===== src/rtl/regr_seq.sv =====
// regr_seq -- sequencer for a batch of linear regressions.
//
// Each regression step streams N_SAMP samples out of sample memory into the
// XTX/XTY accumulators, captures both accumulator results, hands the XTX sums
// to MAT_INV, waits for the inverse, then moves to the next step. A watchdog
// aborts the job if any wait state stalls for TMO cycles.
//
// Ports:
//   clk, rst_n                  clock, async active-low reset
//   start, n_steps              job request (sampled in IDLE only)
//   busy, step_idx              job status / current step
//   mem_rd, mem_addr            sample-memory read port, addr = {step_idx, k}
//   acc_start                   one-cycle start for XTX and XTY
//   xtx_valid, ans0..ans2       XTX completion + sums
//   xty_valid, xty1, xty2       XTY completion + sums
//   sig0..sig2                  held XTX sums feeding MAT_INV
//   inv_start, inv_valid        MAT_INV handshake
//   by1, by2                    held XTY sums for the current step
//   step_done, job_done         end-of-step / end-of-job pulses
//   err                         sticky watchdog flag
module regr_seq #(
    parameter int N_SAMP = 256,
    parameter int TMO    = 1023
) (
    input  logic        clk,
    input  logic        rst_n,
    input  logic        start,
    input  logic [7:0]  n_steps,
    output logic        busy,
    output logic [7:0]  step_idx,
    output logic        mem_rd,
    output logic [15:0] mem_addr,
    output logic        acc_start,
    input  logic        xtx_valid,
    input  logic        xty_valid,
    input  logic [8:0]  ans0,
    input  logic [20:0] ans1,
    input  logic [32:0] ans2,
    input  logic [32:0] xty1,
    input  logic [32:0] xty2,
    output logic [8:0]  sig0,
    output logic [20:0] sig1,
    output logic [32:0] sig2,
    output logic        inv_start,
    input  logic        inv_valid,
    output logic [32:0] by1,
    output logic [32:0] by2,
    output logic        step_done,
    output logic        job_done,
    output logic        err
);

    typedef enum logic [2:0] {
        IDLE, FEED, WAIT_ACC, INV, WAIT_INV, STEP_END
    } state_t;

    localparam int         WDW    = $clog2(TMO + 1);
    localparam logic [7:0] K_LAST = 8'(N_SAMP - 1);

    state_t           state, nxt;
    logic [WDW-1:0]   wd;
    logic [7:0]       k;
    logic [7:0]       last_idx;
    logic             got_x, got_y;
    logic             cap_x, cap_y, acc_ok, last_step, wd_hit, timeout;
    logic             feed_entry;

    // Accumulator results are only accepted while a step is in flight;
    // stray pulses elsewhere must not disturb the held sums.
    assign cap_x     = xtx_valid && (state == FEED || state == WAIT_ACC);
    assign cap_y     = xty_valid && (state == FEED || state == WAIT_ACC);
    assign acc_ok    = (got_x || cap_x) && (got_y || cap_y);
    assign last_step = (step_idx == last_idx);
    assign wd_hit    = (wd == WDW'(TMO - 1));
    assign mem_addr  = {step_idx, k};

    always_comb begin
        nxt     = state;
        timeout = 1'b0;
        case (state)
            IDLE:     if (start) nxt = FEED;
            FEED:     if (k == K_LAST) nxt = WAIT_ACC;
            WAIT_ACC: begin
                if (acc_ok) nxt = INV;
                else if (wd_hit) begin
                    nxt     = IDLE;
                    timeout = 1'b1;
                end
            end
            INV:      nxt = WAIT_INV;
            WAIT_INV: begin
                if (inv_valid) nxt = STEP_END;
                else if (wd_hit) begin
                    nxt     = IDLE;
                    timeout = 1'b1;
                end
            end
            STEP_END: nxt = last_step ? IDLE : FEED;
            default:  nxt = IDLE;
        endcase
    end

    assign feed_entry = (nxt == FEED) && (state != FEED);

    always_ff @(posedge clk or negedge rst_n) begin
        if (!rst_n) state <= IDLE;
        else        state <= nxt;
    end

    always_ff @(posedge clk or negedge rst_n) begin
        if (!rst_n) begin
            wd        <= '0;
            k         <= '0;
            step_idx  <= '0;
            last_idx  <= '0;
            got_x     <= 1'b0;
            got_y     <= 1'b0;
            busy      <= 1'b0;
            mem_rd    <= 1'b0;
            acc_start <= 1'b0;
            inv_start <= 1'b0;
            step_done <= 1'b0;
            job_done  <= 1'b0;
            err       <= 1'b0;
            sig0      <= '0;
            sig1      <= '0;
            sig2      <= '0;
            by1       <= '0;
            by2       <= '0;
        end else begin
            // Watchdog restarts on every state change and only runs while waiting.
            if (nxt != state)
                wd <= '0;
            else if (state == WAIT_ACC || state == WAIT_INV)
                wd <= wd + WDW'(1);

            if (feed_entry)
                k <= '0;
            else if (state == FEED && nxt == FEED)
                k <= k + 8'd1;

            if (state == IDLE && start) begin
                step_idx <= '0;
                last_idx <= (n_steps == 8'd0) ? 8'd0 : n_steps - 8'd1;
            end else if (state == STEP_END && !last_step) begin
                step_idx <= step_idx + 8'd1;
            end

            if (feed_entry) begin
                got_x <= 1'b0;
                got_y <= 1'b0;
            end else begin
                if (cap_x) got_x <= 1'b1;
                if (cap_y) got_y <= 1'b1;
            end

            if (cap_x) begin
                sig0 <= ans0;
                sig1 <= ans1;
                sig2 <= ans2;
            end
            if (cap_y) begin
                by1 <= xty1;
                by2 <= xty2;
            end

            busy      <= (nxt != IDLE);
            mem_rd    <= (nxt == FEED);
            acc_start <= feed_entry;
            inv_start <= (nxt == INV) && (state != INV);
            step_done <= (nxt == STEP_END) && (state != STEP_END);
            job_done  <= (nxt == STEP_END) && (state != STEP_END) && last_step;

            if (state == IDLE && start) err <= 1'b0;
            else if (timeout)           err <= 1'b1;
        end
    end

endmodule


===== config.mk =====
export PLATFORM = sky130hd
export DESIGN_NAME = regr_seq
export DESIGN_NICKNAME = d
export VERILOG_FILES = /design/src/rtl/regr_seq.sv
export SDC_FILE = /design/constraint.sdc
export NUM_CORES = 1
export LEC_CHECK = 0
export ABC_CLOCK_PERIOD_IN_PS = 2200
export BUFFER_PORTS_ARGS = -buffer_cell sky130_fd_sc_hd__buf_2
export CORE_AREA = 4 4 129 131
export CTS_CLUSTER_DIAMETER = 60
export DETAILED_ROUTE_END_ITERATION = 8
export DIE_AREA = 0 0 133 135
export GPL_TIMING_DRIVEN = 0
export HOLD_SLACK_MARGIN = 0.02
export PLACE_DENSITY_LB_ADDON = 0.25
export SLEW_MARGIN = 20
export SYNTH_ARGS = -nofsm -noshare
export SYNTH_HDL_FRONTEND = slang
export SYNTH_SLANG_ARGS = --single-unit

===== constraint.sdc =====
create_clock -name clk -period 2.2 [get_ports clk]
set_clock_uncertainty 0.15 [all_clocks]
set_input_delay 0.33 -clock clk [delete_from_list [all_inputs] [get_ports clk]]
set_output_delay 0.33 -clock clk [all_outputs]
set_load 0.01 [all_outputs]

==> flow_summary.toml <==
[sta]
fin_crit_sh = 0.962
setup_viol = 0
hold_viol_final = 0
final.min_clock_period_ns = 2.12
tightest_slew_ns = 0.754
fmax_mhz = 472
worst_slew_margin_rel = 0.497
fin_ws_ns = 0.0829
worst_hold_slack_ns = 0.0595
setup_tns_ns = 0
drv_slew = 0
rsz0062_at_grt = "true"

[yosys]
muxShareOfSynthArea = 0.208
synth_top_family_by_area = "multiplexers"
synth_edf_count = 0
syn_avg_cell_area_um2 = 13.8
synth_top_area_cell = "dfrtp_1"
syn_inst = 533
synth-simple-area-share = 0.0895
synth-xor-area-share = 0.0390
synth_area_um2 = 7360
synthesis.nets = 681
synth_compound_area_frac = 0.0294
yosysSeqAreaShare = 0.595
synthTopCellsByArea = "dfrtp_1, mux2_2, xor2_1, xnor2_1, nand2_1"
synth_flop_cell = "dfrtp_1"
yosysTopAreaCellShare = 0.595
synth-seq-cells = 175
synth_most_common_cell = "dfrtp_1"
synth_commonest_cells = "dfrtp_1, mux2_2, nand2_1, nor2_1, xor2_1"
yosys_warnings = 0
synthAdderAreaFrac = 0.00850
async_flop_share = 1.00
yosysUniqueCellTypes = 50

[grt]
grt_use_total = 0.269
grt_remaining_overflow = 0
grt_pass1_vias = 6632
antenna_found_initial = 1
grt_pass1_wl_mm = 37.1
grt_max_degree = 101

[power_and_ir_drop]
total_power_mw = 13.2
p_per_area_nw_per_um2 = 1170
p_leak_nw = 5.42
irDropWorstVdd_uv = 592

[critical_path]
r2r_slack_ns = 0.08
r2r-start = "k[0]"
endpoint_kind = "register"
start_kind = "register"
cp.arrival_ns = 2.27
cp_max_fo = 6
cp.required_ns = 2.36
r2r_cells = 6
crit_type = "register to register"
r2r_end = "k[7]"

[layout]
area_growth_syn_to_layout_pct = 52.9
design_area_um2 = 11200
multi_input_area_um2 = 2770
fin_cells = 1225
final_util = 0.721
drive_above_1_share = 0.517
seq_area_um2 = 4380
final_nets = 1144
nFillCells = 987

[min_path]
min_to = "last_idx[7]"
hold_path_depth = 3
worst_hold_path_type = "input pin to register"
holdCritStartpoint = "n_steps[7]"

[place]
port_buffers = 302
dp.cells = 1052
dp_hpwl_mm = 15.0
preCtsSetupSlack_ns = -0.0300
place_area_um2 = 9180
gp_congestion = 0.834

[clocking]
cts_tree = "done"
clk_latency_ns = 0.42
cts_buffer_depth = 2
ctsHtreeMaxLevel = 4
clockRootBuffer = "clkbuf_16"
numCtsBuffers = 17
clkTransAtPathRegs_ns = 0.07
clock-sinks = 175

[floorplan]
die_h_um = 135
initial_core_util = 0.472
rows = 46
die-width_um = 133
design.core.area_um2 = 15600
boundaryPins = 303
dieArea_um2 = 18000

[route]
drc = 0
drtAntennaViolNets = 0
viasPerCell = 5.07
wl_mm = 24.1
num_vias = 6205
wl_per_cell_um = 19.7
drt-initial-drc-count = 296
first_pass_iters = 4

[run]
max_cap_viol_count = 0

[status]
status = "finished, final reports clean"
area by class of cell:
class / instances / area share
diodes: 1 / 0.000223
plain buffers: 28 / 0.0175
clock buffers: 18 / 0.0391
clock inverters: 13 / 0.0167
inverters: 12 / 0.00401
multi-input cells: 317 / 0.246
flip-flops and latches: 175 / 0.390
well taps: 216 / 0.0240
repair buffers: 445 / 0.263
cell families after synthesis:
logic type      Yosys count
buf+inv                  41
simple gates            115
compound gates           30
fa+ha+maj                 5
flops                   175
xor+xnor                 31
mux                     136
critical path, stage by stage (launching register included):
cell,delay [ns]
dfrtp_1,0.45
ha_1,0.27
and3_1,0.18
and2_1,0.21
or4_1,0.53
xor2_1,0.17
nor2_1,0.05
state kept, by name, summed over array words and instances (netlist names), 3 cells and up:
register,flops
sig0,9
step_idx,8
by2,33
by1,33
sig2,33
wd,10
state,3
k,8
sig1,21
last_idx,8
timing repair:
| action | CTS | global route |
|---|---|---|
| hold buffers | 131 | 0 |
| setup buffers | 0 | 11 |
| endpoints found under the hold margin | 229 | 0 |
| resized for setup | 6 | 9 |
| pin swaps | 2 | 7 |
| endpoints found under the setup margin | 46 | 37 |
placed cells by master (no fill, tap or decap), drive strengths merged, types with 2 or more instances in the layout:
cell type,count
nand2b,6
a21oi,5
clkinv,5
buf,337
xnor2,12
nand3,6
or3,3
dfrtp,175
dlygate4sd3,131
inv,14
o21ai,13
clkbuf,23
and3,8
nand2,25
mux2i,6
ha,5
clkinvlp,2
xor2,19
nor3,14
nand4,8
and4,3
nor4,4
bufinv,4
a31oi,3
nand4b,2
and2,3
nor2,25
or4,2
mux2,130
layer usage:
layer  vias to the layer above  part of all wire  track usage
met2                       256              0.55        0.490
met4                         0             0.043        0.130
met5                         -                 0            0
met1                      3075              0.35        0.286
met3                        82             0.064       0.0779
li1                       2792                 -            -
worst max-delay path by stage:
stage,from,endpoint,slack [ns],cells past startpoint
after floorplan,step_idx[3],k[0],0.15,7
after global placement,rst_n,step_idx[7],-1.87,1
after detailed placement,state[1],by1[16],-0.03,6
after CTS,step_idx[1],k[0],-0.03,6
after global routing,step_idx[1],wd[5],-0.02,6
final,k[0],k[7],0.08,6
report_power, final:
part / internal [mW] / switching, mW
logic: 2.36 / 2.47
clock network: 1.93 / 1.29
registers: 4.39 / 0.719
(Power assumes the default switching activity.)
